### config.mk
export PLATFORM = sky130hd
export DESIGN_NAME = fetch_stage
export DESIGN_NICKNAME = d
export VERILOG_FILES = /design/src/rtl/fetch_stage_pkg.sv /design/src/rtl/fetch_skid_buf.sv /design/src/rtl/fetch_stage.sv
export SDC_FILE = /design/constraint.sdc
export NUM_CORES = 1
export LEC_CHECK = 0
export CAP_MARGIN = 20
export CORE_MARGIN = 4
export CORE_UTILIZATION = 40
export CTS_CLUSTER_DIAMETER = 200
export DETAILED_ROUTE_END_ITERATION = 16
export DONT_BUFFER_PORTS = 1
export HOLD_SLACK_MARGIN = 0.08
export SETUP_SLACK_MARGIN = 0.3
export SLEW_MARGIN = 0
export SYNTH_ARGS = -nofsm -noshare
export SYNTH_HDL_FRONTEND = slang
export SYNTH_SLANG_ARGS = --single-unit
### constraint.sdc
create_clock -name clk -period 3.6 [get_ports clk]
set_clock_uncertainty 0.05 [all_clocks]
set_input_delay 0.36 -clock clk [delete_from_list [all_inputs] [get_ports clk]]
set_output_delay 0.36 -clock clk [all_outputs]
set_load 0.02 [all_outputs]
### src/rtl/fetch_stage_pkg.sv
// Shared definitions for the instruction fetch stage: widths, FSM states,
// NOP encoding, PC increment and a PC alignment helper.
package fetch_stage_pkg;

  localparam int INSTR_W = 16;
  localparam int ADDR_W  = 16;

  localparam logic [INSTR_W-1:0] NOP    = 16'h0000;
  localparam logic [ADDR_W-1:0]  PC_INC = 16'd2;

  // REQ drives a request, WAIT has one outstanding, HOLD has a response
  // parked in the skid buffer (only reachable with the skid build).
  typedef enum logic [1:0] {
    ST_REQ  = 2'd0,
    ST_WAIT = 2'd1,
    ST_HOLD = 2'd2
  } fetch_state_t;

  // Instructions are 16-bit aligned; bit 0 of any target is ignored.
  function automatic logic [ADDR_W-1:0] align_pc(input logic [ADDR_W-1:0] a);
    return {a[ADDR_W-1:1], 1'b0};
  endfunction

endpackage

### src/rtl/fetch_skid_buf.sv
// One-entry skid register that parks a fetched instruction and its address
// while decode is stalled. Occupancy is tracked by the fetch FSM (HOLD).
module fetch_skid_buf
  import fetch_stage_pkg::*;
(
  input  logic               clk,
  input  logic               rst_n,
  input  logic               load,
  input  logic [INSTR_W-1:0] instr_in,
  input  logic [ADDR_W-1:0]  pc_in,
  output logic [INSTR_W-1:0] instr,
  output logic [ADDR_W-1:0]  pc
);

  // Capture the response whenever the FSM asks for it.
  always_ff @(posedge clk or negedge rst_n) begin
    if (!rst_n) begin
      instr <= NOP;
      pc    <= '0;
    end else if (load) begin
      instr <= instr_in;
      pc    <= pc_in;
    end
  end

endmodule

### src/rtl/fetch_stage.sv
// Instruction fetch stage: one outstanding memory request, IF/ID pipeline
// register, redirect handling with stale-response dropping.
// Optional build macro FETCH_SKID_EN adds a one-entry skid buffer so that
// requests may issue while decode is stalled.
//
// Handshakes: a transfer happens on a rising edge where valid && ready are
// both high; valid never depends on ready. imem_rsp_valid is a single-cycle
// strobe arriving one or more cycles after the accepting request handshake.
module fetch_stage
  import fetch_stage_pkg::*;
#(
  parameter logic [ADDR_W-1:0] RESET_PC = 16'h0000
) (
  input  logic               clk,
  input  logic               rst_n,
  output logic               imem_req_valid,
  input  logic               imem_req_ready,
  output logic [ADDR_W-1:0]  imem_addr,
  input  logic               imem_rsp_valid,
  input  logic [INSTR_W-1:0] imem_rdata,
  input  logic               redirect_valid,
  input  logic [ADDR_W-1:0]  redirect_pc,
  input  logic               id_stall,
  output logic               id_valid,
  output logic [INSTR_W-1:0] id_instr,
  output logic [ADDR_W-1:0]  id_pc,
  output logic [ADDR_W-1:0]  id_pc_plus2,
  output fetch_state_t       fsm_state
);

  fetch_state_t      state;
  logic [ADDR_W-1:0] pc;
  logic [ADDR_W-1:0] req_pc;
  logic              stale;
  logic              can_accept;
  logic              can_req;
  logic              req_fire;

  assign can_accept = !id_valid || !id_stall;

`ifdef FETCH_SKID_EN
  // The skid entry absorbs a response that arrives while decode is stalled.
  assign can_req = 1'b1;

  logic               skid_load;
  logic [INSTR_W-1:0] skid_instr;
  logic [ADDR_W-1:0]  skid_pc;

  assign skid_load = (state == ST_WAIT) && imem_rsp_valid && !stale &&
                     !redirect_valid && !can_accept;

  fetch_skid_buf u_skid (
    .clk      (clk),
    .rst_n    (rst_n),
    .load     (skid_load),
    .instr_in (imem_rdata),
    .pc_in    (req_pc),
    .instr    (skid_instr),
    .pc       (skid_pc)
  );
`else
  assign can_req = can_accept;
`endif

  // Request is gated by rst_n so nothing is offered while reset is held.
  assign imem_req_valid = rst_n && (state == ST_REQ) && !redirect_valid && can_req;
  assign imem_addr      = pc;
  assign req_fire       = imem_req_valid && imem_req_ready;
  assign fsm_state      = state;

  // Fetch FSM, PC and IF/ID register; redirect overrides everything else.
  always_ff @(posedge clk or negedge rst_n) begin
    if (!rst_n) begin
      state       <= ST_REQ;
      pc          <= RESET_PC;
      req_pc      <= '0;
      stale       <= 1'b0;
      id_valid    <= 1'b0;
      id_instr    <= NOP;
      id_pc       <= '0;
      id_pc_plus2 <= '0;
    end else if (redirect_valid) begin
      pc       <= align_pc(redirect_pc);
      id_valid <= 1'b0;
      // An outstanding request whose response has not arrived yet must be
      // waited out and then thrown away.
      if (state == ST_WAIT && !imem_rsp_valid) begin
        state <= ST_WAIT;
        stale <= 1'b1;
      end else begin
        state <= ST_REQ;
        stale <= 1'b0;
      end
    end else begin
      if (!id_stall) id_valid <= 1'b0;
      case (state)
        ST_REQ: begin
          if (req_fire) begin
            pc     <= pc + PC_INC;
            req_pc <= pc;
            state  <= ST_WAIT;
          end
        end
        ST_WAIT: begin
          if (imem_rsp_valid) begin
            if (stale) begin
              stale <= 1'b0;
              state <= ST_REQ;
            end else if (can_accept) begin
              id_valid    <= 1'b1;
              id_instr    <= imem_rdata;
              id_pc       <= req_pc;
              id_pc_plus2 <= req_pc + PC_INC;
              state       <= ST_REQ;
            end
`ifdef FETCH_SKID_EN
            else begin
              state <= ST_HOLD;
            end
`endif
          end
        end
`ifdef FETCH_SKID_EN
        ST_HOLD: begin
          if (!id_stall) begin
            id_valid    <= 1'b1;
            id_instr    <= skid_instr;
            id_pc       <= skid_pc;
            id_pc_plus2 <= skid_pc + PC_INC;
            state       <= ST_REQ;
          end
        end
`endif
        default: state <= ST_REQ;
      endcase
    end
  end

endmodule

==> metrics.md, run 1 <==
| Metric | Value |
|---|---|
| Placeable core area | `8680 um^2` |
| Final-stage net count | `between 300 and 400` |
| Die Y | `a little over 100 um` |
| Flop pwr share | `0.601` |
| CTS tree | `done` |
| Adder-cell share of the synthesized area | `0.00708` |
| Routed wirelength normalized by instance count | `17.6 um` |
| Startpoint kind of the worst setup timing path | `flop` |
| Slew Viols, Final | `0` |
| Type of the most critical hold path | `input pin to flop` |
| XOR/XNOR share of the synthesized area | `0.0347` |
| Initial antenna violation count | `0` |
| Global-route wire length before repair | `between 10,000 and 15,000 um` |
| Max clock buf depth | `2` |
| Vias in the first global route | `2,467` |
| Global routing usage summed across all routing layers | `0.156` |
| Dominant combinational cell family by area after synthesis | `simple AND/OR/NAND/NOR gates` |
| Switching part of the total power | `0.359` |
| Number of max-cap violations | `0` |
| Antenna Diode Count | `0` |
| Total Power Consumption | `2.71 mW` |
| Mux share of post-synthesis cell area | `0.0892` |
| RSZ-0062 raised after global routing | `false` |
| Netlist area before placement | `3540 um^2` |
| Cell count after placement | `428` |
| Average size of a mapped cell | `10.6 um^2` |
| Transition time of the tightest slew-check pin | `between 0.6 and 0.7 ns` |
| Number of antenna-violating nets in the routed design | `0` |
| Normalized max-slew margin | `0.582` |
| Async set or reset register ratio after synthesis | `1.00` |
| Worst flop-to-flop path endpoint | `imem_addr[7]` |
| Layout cell share with drive strength beyond 1 | `0.155` |
| Slack of the worst reg-to-reg path | `approximately 1.3 ns` |
| Residual DRC | `0` |
| Row Count | `34` |
| Startpoint of the lowest-slack hold path | `redirect_valid` |
| Final Hold Fails | `0` |
| Period utilisation layout | `0.634` |
| Total die area | `10,400 um^2` |
| Iter 0 DRT Violations | `~100` |
| Number of synthesized flops with an enable pin | `0` |
| Clock network fraction of design power | `0.268` |
| Number of storage elements in the synthesis netlist | `79` |
| Io pins | `approximately 110` |
| Arrival time at the worst endpoint | `2.49 ns` |
| Summed negative setup slack over all endpoints | `0 ns` |
| Post-route non-filler standard cell count | `450` |
| DP Wirelength | `5380 um` |
| Combinational share of power | `0.131` |
| Worst hold path stage count | `2` |
| Final estimated routing congestion in global placement | `0.804` |
| Detailed Routing Iterations Pass 1 | `4` |
| Power per cell area | `roughly 700 nW/um^2` |
| Timing-limited maximum frequency | `0.438 GHz` |
| Run status | `finished, final reports clean` |
| Number of distinct library cells after synthesis | `46` |
| Initial standard-cell utilization of the core | `0.407` |
| Pleak | `1.72 nW` |
| Worst setup slack after layout | `around 1.3 ns` |
| Internal Pwr Total | `1.74 mW` |
| Min cycle time layout | `around 2.3 ns` |
| Worst IR Drop VDD | `0.244 mV` |
| Max H-tree Level | `3` |
| Complex-gate fraction of the synthesized area | `0.0973` |
| Total detailed-routing wirelength | `7920 um` |
| Total vias in the final route | `roughly 2,500` |
| FF-to-FF path depth | `5` |
| Maximum number of pins on one net before global-route repair | `80` |
| Worst EP required | `3.80 ns` |
| Leftover overflow at the end of global routing | `0` |
| Simple logic cell fraction of the synthesized area | `0.174` |
| Num CTS Buffers | `9` |
| X dimension of the die | `102 um` |
| Buffer cell driving the clock tree root | `clkbuf_8` |
| Type of element capturing the critical path | `flop` |
| Sink count of the clock tree | `79` |
| Clock transition time at the flip-flop clock pins of the worst setup and hold paths | `0.08 ns` |
| Post-placement setup slack | `roughly 1.3 ns` |
| Routed vias/inst | `between 5 and 6` |
| Port Buffer Count | `0` |
| Number of endpoints failing setup at the final stage | `0` |
| Yosys Warn Count | `0` |
| Classification of the worst setup path | `flop to flop` |
| Cell count after synthesis | `334` |
| Most used flip-flop cell after synthesis | `dfrtp_1` |
| Endpoint of the worst hold path | `imem_addr[8]` |
| Layout overhead on the synthesized area | `10.9%` |
| Reg-to-reg critical path startpoint | `fsm_state[0]` |
| Sequential-to-total area share from yosys stat | `0.559` |
| Clk_lat worst skew | `0.35 ns` |
| Fillcell total | `832` |
| Net switching power | `973 uW` |
| Worst Path Max Fanout | `12` |
==> power groups by stage <==
stage	Combinational, mW	Sequential [mW]	Clock (mW)
global placement	0.321	1.65	0
detailed placement	0.335	1.66	0
floorplan	0.296	1.58	0
global route	0.415	1.68	0.785
finish	0.355	1.63	0.727
CTS	0.363	1.64	0.750
==> synthesized netlist by cell type, types with 2 or more instances <==
master | number | area share
nand4_1 | 5 | 0.0088
nand3_1 | 12 | 0.017
nand3b_1 | 3 | 0.0064
o311ai_0 | 2 | 0.0050
or3_1 | 2 | 0.0035
mux2_2 | 28 | 0.089
a211oi_1 | 2 | 0.0042
o21ai_0 | 26 | 0.037
nor2_1 | 15 | 0.016
nand2_1 | 64 | 0.068
nand4b_1 | 2 | 0.0050
a311oi_1 | 7 | 0.017
xnor2_1 | 13 | 0.032
inv_1 | 9 | 0.0096
dfrtp_1 | 79 | 0.56
buf_2 | 5 | 0.0071
nor3_1 | 7 | 0.0099
and3_1 | 4 | 0.0071
buf_4 | 4 | 0.0085
a31oi_1 | 6 | 0.011
clkbuf_1 | 10 | 0.011
nor4_1 | 4 | 0.0071
ha_1 | 2 | 0.0071
==> layout make-up <==
class / count / area (um^2) / area share
Multi-Input combinational cell: 228 / 1440 / 0.366
Clock buffer: 11 / 141 / 0.0361
Timing Repair Buffer: 9 / 113 / 0.0287
Inverter: 10 / 37.5 / 0.00957
Sequential cell: 79 / 1980 / 0.504
Clock inverter: 5 / 81.3 / 0.0207
Tap cell: 108 / 135 / 0.0345
==> per-stage QoR <==
step	area [um^2]	hold WS, ns	utilization
3_5_place_dp	3620	0.0169	0.417
6_report	3920	0.101	0.452
2_1_floorplan	3550	0.0144	-
3_3_place_gp	3620	0.0166	0.417
4_1_cts	3920	0.0871	0.452
5_1_grt	3920	0.0833	0.452
==> critical path: stages, from the launching register on <==
cell and delay [ns]:
dfrtp_1 0.53, and3b_1 0.40, nor2b_1 0.56, buf_4 0.31
a211oi_1 0.10, a311oi_1 0.25
==> cell usage in the layout, fill, tap and decap left out, types with 4 or more instances in the layout <==
cell type      Yosys  final
mux2_2            28     28
nor3_1             7      7
nand2_1           64     64
clkbuf_8           0     10
xnor2_1           13     13
nor2_1            15     15
inv_1              9      9
nand3_1           12     12
dfrtp_1           79     79
conb_1             1      4
o21ai_0           26     26
a311oi_1           7      7
nor4_1             4      4
a31oi_1            6      6
nand4_1            5      5
dlygate4sd3_1      0      5
and3_1             4      4
==> worst max path at each step <==
stage / start / to / cells past startpoint
3_5_place_dp: fsm_state[0] / imem_addr[7] / 5
4_1_cts: fsm_state[0] / imem_addr[7] / 5
2_1_floorplan: id_valid / id_instr[11] / 5
6_report: fsm_state[0] / imem_addr[7] / 5
3_3_place_gp: fsm_state[0] / imem_addr[7] / 5
5_1_grt: fsm_state[0] / imem_addr[7] / 5
==> registers in the layout, indices dropped and copies added (netlist names) <==
| signal | count |
|---|---|
| id_pc_plus2 | 15 |
| id_pc | 15 |
| stale | 1 |
| id_valid | 1 |
| id_instr | 16 |
| fsm_state | 1 |
| req_pc | 15 |
| imem_addr | 15 |
==> repair_timing <==
action                    CTS  global route
setup buffers               0             0
hold endpoints to repair   84             0
hold buffers                6             0
gates resized for setup     0             0
==> layer usage <==
| layer | wire (um) | vias to the layer above | part of all wire | GRT usage |
|---|---|---|---|---|
| met1 | 3420 | 1212 | 0.43 | 0.200 |
| met3 | 846 | 11 | 0.11 | 0.0785 |
| met5 | 0 | - | 0 | 0 |
| met2 | 3550 | 96 | 0.45 | 0.229 |
| met4 | 104 | 0 | 0.013 | 0.0505 |
| li1 | - | 1177 | - | - |
==> logic make-up (layout without fill, tap and decap cells) <==
kind of cell | count (synthesis) | count (layout)
AOI/OAI and AO/OA | 53 | 53
xor gates and xnor gates | 14 | 14
adders and majority gates | 2 | 2
buffers and inverters | 30 | 35
DFF | 79 | 79
muxes | 28 | 28
other | 1 | 4
and+or+nand+nor | 127 | 127
(Power assumes the default switching activity.)
==> inputs of run 2 (changes only) <==
clock period = 1.9 ns   (was 3.6 ns; I/O delays follow)
==> run 2 against run 1 <==
The run now ends with negative hold slack left. Final cell count increased by 13%. Critical endpoint is now imem_addr[12]. First-iteration DRC count is 34% higher. Worst hold slack got worse by 0.62 ns. Critical path depth down 1. Flip-flop and latch count did not move. Critical path type unchanged. Worst setup slack got worse by 1.1 ns. Register-to-register slack worse by 1.1 ns.
==> metrics.md, run 2 (same netlist as run 1, synthesis figures left out) <==
| Metric | Value |
|---|---|
| Type of element capturing the critical path | `flop` |
| Leftover overflow at the end of global routing | `0 (unchanged)` |
| Final estimated routing congestion in global placement | `0.760 (-5.6%)` |
| Run status | `complete, but fails checks` |
| Hold-fix buffers at CTS | `36 (+30)` |
| Final-stage net count | `435 (+15%)` |
| Sink count of the clock tree | `79 (unchanged)` |
| Net switching power | `1.91 mW (+97%)` |
| DP Wirelength | `5580 um (+3.8%)` |
| Switching part of the total power | `0.350 (-0.00898)` |
| Clock network fraction of design power | `0.283 (+0.015)` |
| Number of antenna-violating nets in the routed design | `0 (unchanged)` |
| Slew Viols, Final | `0 (unchanged)` |
| Most common library cell in the layout ignoring fill and taps | `dfrtp_1` |
| Placeable core area | `8680 um^2 (unchanged)` |
| Buffer cell driving the clock tree root | `clkbuf_8` |
| Startpoint kind of the worst setup timing path | `flop` |
| Summed negative setup slack over all endpoints | `0 ns (unchanged)` |
| Layout cell share with drive strength beyond 1 | `0.270 (+0.115)` |
| Global-route wire length before repair | `13,400 um (+7.6%)` |
| Detailed Routing Iterations Pass 1 | `4 (unchanged)` |
| Max H-tree Level | `3 (unchanged)` |
| Cell count after placement | `442 (+3.3%)` |
| Global routing usage summed across all routing layers | `0.165 (+0.00943)` |
| Die Y | `102 um (unchanged)` |
| Critical Path Start | `fsm_state[0]` |
| Total die area | `10,400 um^2 (unchanged)` |
| Routed vias/inst | `5.31 (-4.2%)` |
| Classification of the worst setup path | `flop to flop` |
| Number of endpoints failing setup at the final stage | `0 (unchanged)` |
| Initial standard-cell utilization of the core | `0.407 (unchanged)` |
| Port Buffer Count | `0 (unchanged)` |
| Num CTS Buffers | `9 (unchanged)` |
| RSZ-0062 raised after global routing | `true` |
| Worst hold slack | `-0.518 ns (-0.619 ns)` |
| Internal Pwr Total | `3.56 mW (+100%)` |
| Most flop-heavy register | `id_instr` |
| Flip-flop count of the largest register after layout | `16 (unchanged)` |
| Number of max-cap violations | `0 (unchanged)` |
| Type of the most critical hold path | `input pin to async pin` |
| Arrival time at the worst endpoint | `1.94 ns (-0.55 ns)` |
| Max clock buf depth | `2 (unchanged)` |
| Timing-limited maximum frequency | `0.580 GHz (+32%)` |
| Vias in the first global route | `2,717 (+10%)` |
| Slack of the worst reg-to-reg path | `0.18 ns (-1.14 ns)` |
| Failing checks | `negative hold slack` |
| Initial antenna violation count | `0 (unchanged)` |
| Worst Path Max Fanout | `4 (-8)` |
| Row Count | `34 (unchanged)` |
| Normalized max-slew margin | `0.618 (+0.0358)` |
| Transition time of the tightest slew-check pin | `0.571 ns (-0.0543 ns)` |
| Io pins | `106 (unchanged)` |
| Antenna Diode Count | `0 (unchanged)` |
| Total vias in the final route | `2,700 (+8.2%)` |
| Clk_lat worst skew | `0.34 ns (about the same)` |
| Worst setup slack after layout | `0.177 ns (-1.14 ns)` |
| Min cycle time layout | `1.72 ns (-0.558 ns)` |
| Routed wirelength normalized by instance count | `17.4 um (-1.1%)` |
| Residual DRC | `0 (unchanged)` |
| X dimension of the die | `102 um (unchanged)` |
| Layout overhead on the synthesized area | `31.0%` |
| Worst IR Drop VDD | `0.492 mV (+100%)` |
| Power per cell area | `1180 nW/um^2 (+71%)` |
| Maximum number of pins on one net before global-route repair | `83 (+3.8%)` |
| Final Hold Fails | `79 (+79)` |
| Period utilisation layout | `0.907 (+0.273)` |
| Post-route non-filler standard cell count | `508 (+13%)` |
| Flop pwr share | `0.558 (-0.043)` |
| Reg-to-reg critical path startpoint | `fsm_state[0]` |
| Pleak | `2.01 nW (+17%)` |
| Worst EP required | `2.12 ns (-1.68 ns)` |
| CTS tree | `done` |
| Combinational share of power | `0.159 (+0.028)` |
| Commonest cells after routing, fill and taps aside | `dfrtp_1 (71), nand2_1 (63), dlygate4sd3_1 (36), mux2_2 (28), o21ai_0 (25)` |
| Total detailed-routing wirelength | `8850 um (+12%)` |
| Post-placement setup slack | `0.142 ns (-1.17 ns)` |
| Iter 0 DRT Violations | `138 (+34%)` |
| Clock transition time at the flip-flop clock pins of the worst setup and hold paths | `0.09 ns (about the same)` |
-- run 2: final cells by class --
class	instances	area, um^2
Multi-Input combinational cell	228	1550
Fill cell	797	4050
Tap cell	108	135
Clock inverter	6	115
Timing Repair Buffer	67	672
Sequential cell	79	1990
Inverter	10	37.5
Clock buffer	10	138
-- run 2: critical path: stages (launching register included) --
cell and delay [ns]:
dfrtp_2 0.43, nand4b_1 0.18, or4_4 0.57, or3_1 0.31, a31oi_1 0.12
-- run 2: timing repair --
item	CTS	global route
buffers inserted	4	7
pin swaps	2	6
hold endpoints to repair	113	79
setup endpoints to repair	42	44
resized for setup	9	21
cloned	0	3
-- run 2: path summary, 6_finish.rpt --
path                                 endpoint  cells past startpoint
worst max-delay path            imem_addr[12]                      4
worst min-delay path             id_instr[11]                      0
worst max register to register  imem_addr[12]                      4
worst min register to register      req_pc[4]                      2
max in group asynchronous        fsm_state[0]                      0
min in group clk                 imem_addr[6]                      2
-- run 2: power groups by stage --
| stage | Sequential [mW] | Clock (mW) | Combinational (mW) |
|---|---|---|---|
| 2_1_floorplan | 3.00 | 0 | 0.566 |
| 3_3_place_gp | 3.07 | 0 | 0.708 |
| 3_5_place_dp | 3.10 | 0 | 0.738 |
| 4_1_cts | 3.06 | 1.60 | 0.828 |
| 5_1_grt | 3.13 | 1.69 | 0.983 |
| 6_report | 3.05 | 1.55 | 0.871 |
-- run 2: per-layer routing --
layer  GRT usage  up-vias  routed length (um)
met5           0        -                   0
met4      0.0505        0                 131
met3      0.0601       11                 658
met2       0.267       98                4360
met1       0.207     1307                3690
li1            -     1284                   -
-- run 2: stage by stage --
stage	utilization	cell area [um^2]	power, mW
after floorplan	-	3580	3.57
after global placement	0.432	3750	3.78
after detailed placement	0.432	3750	3.84
after CTS	0.510	4430	5.49
after global routing	0.534	4630	5.80
final	0.534	4630	5.47
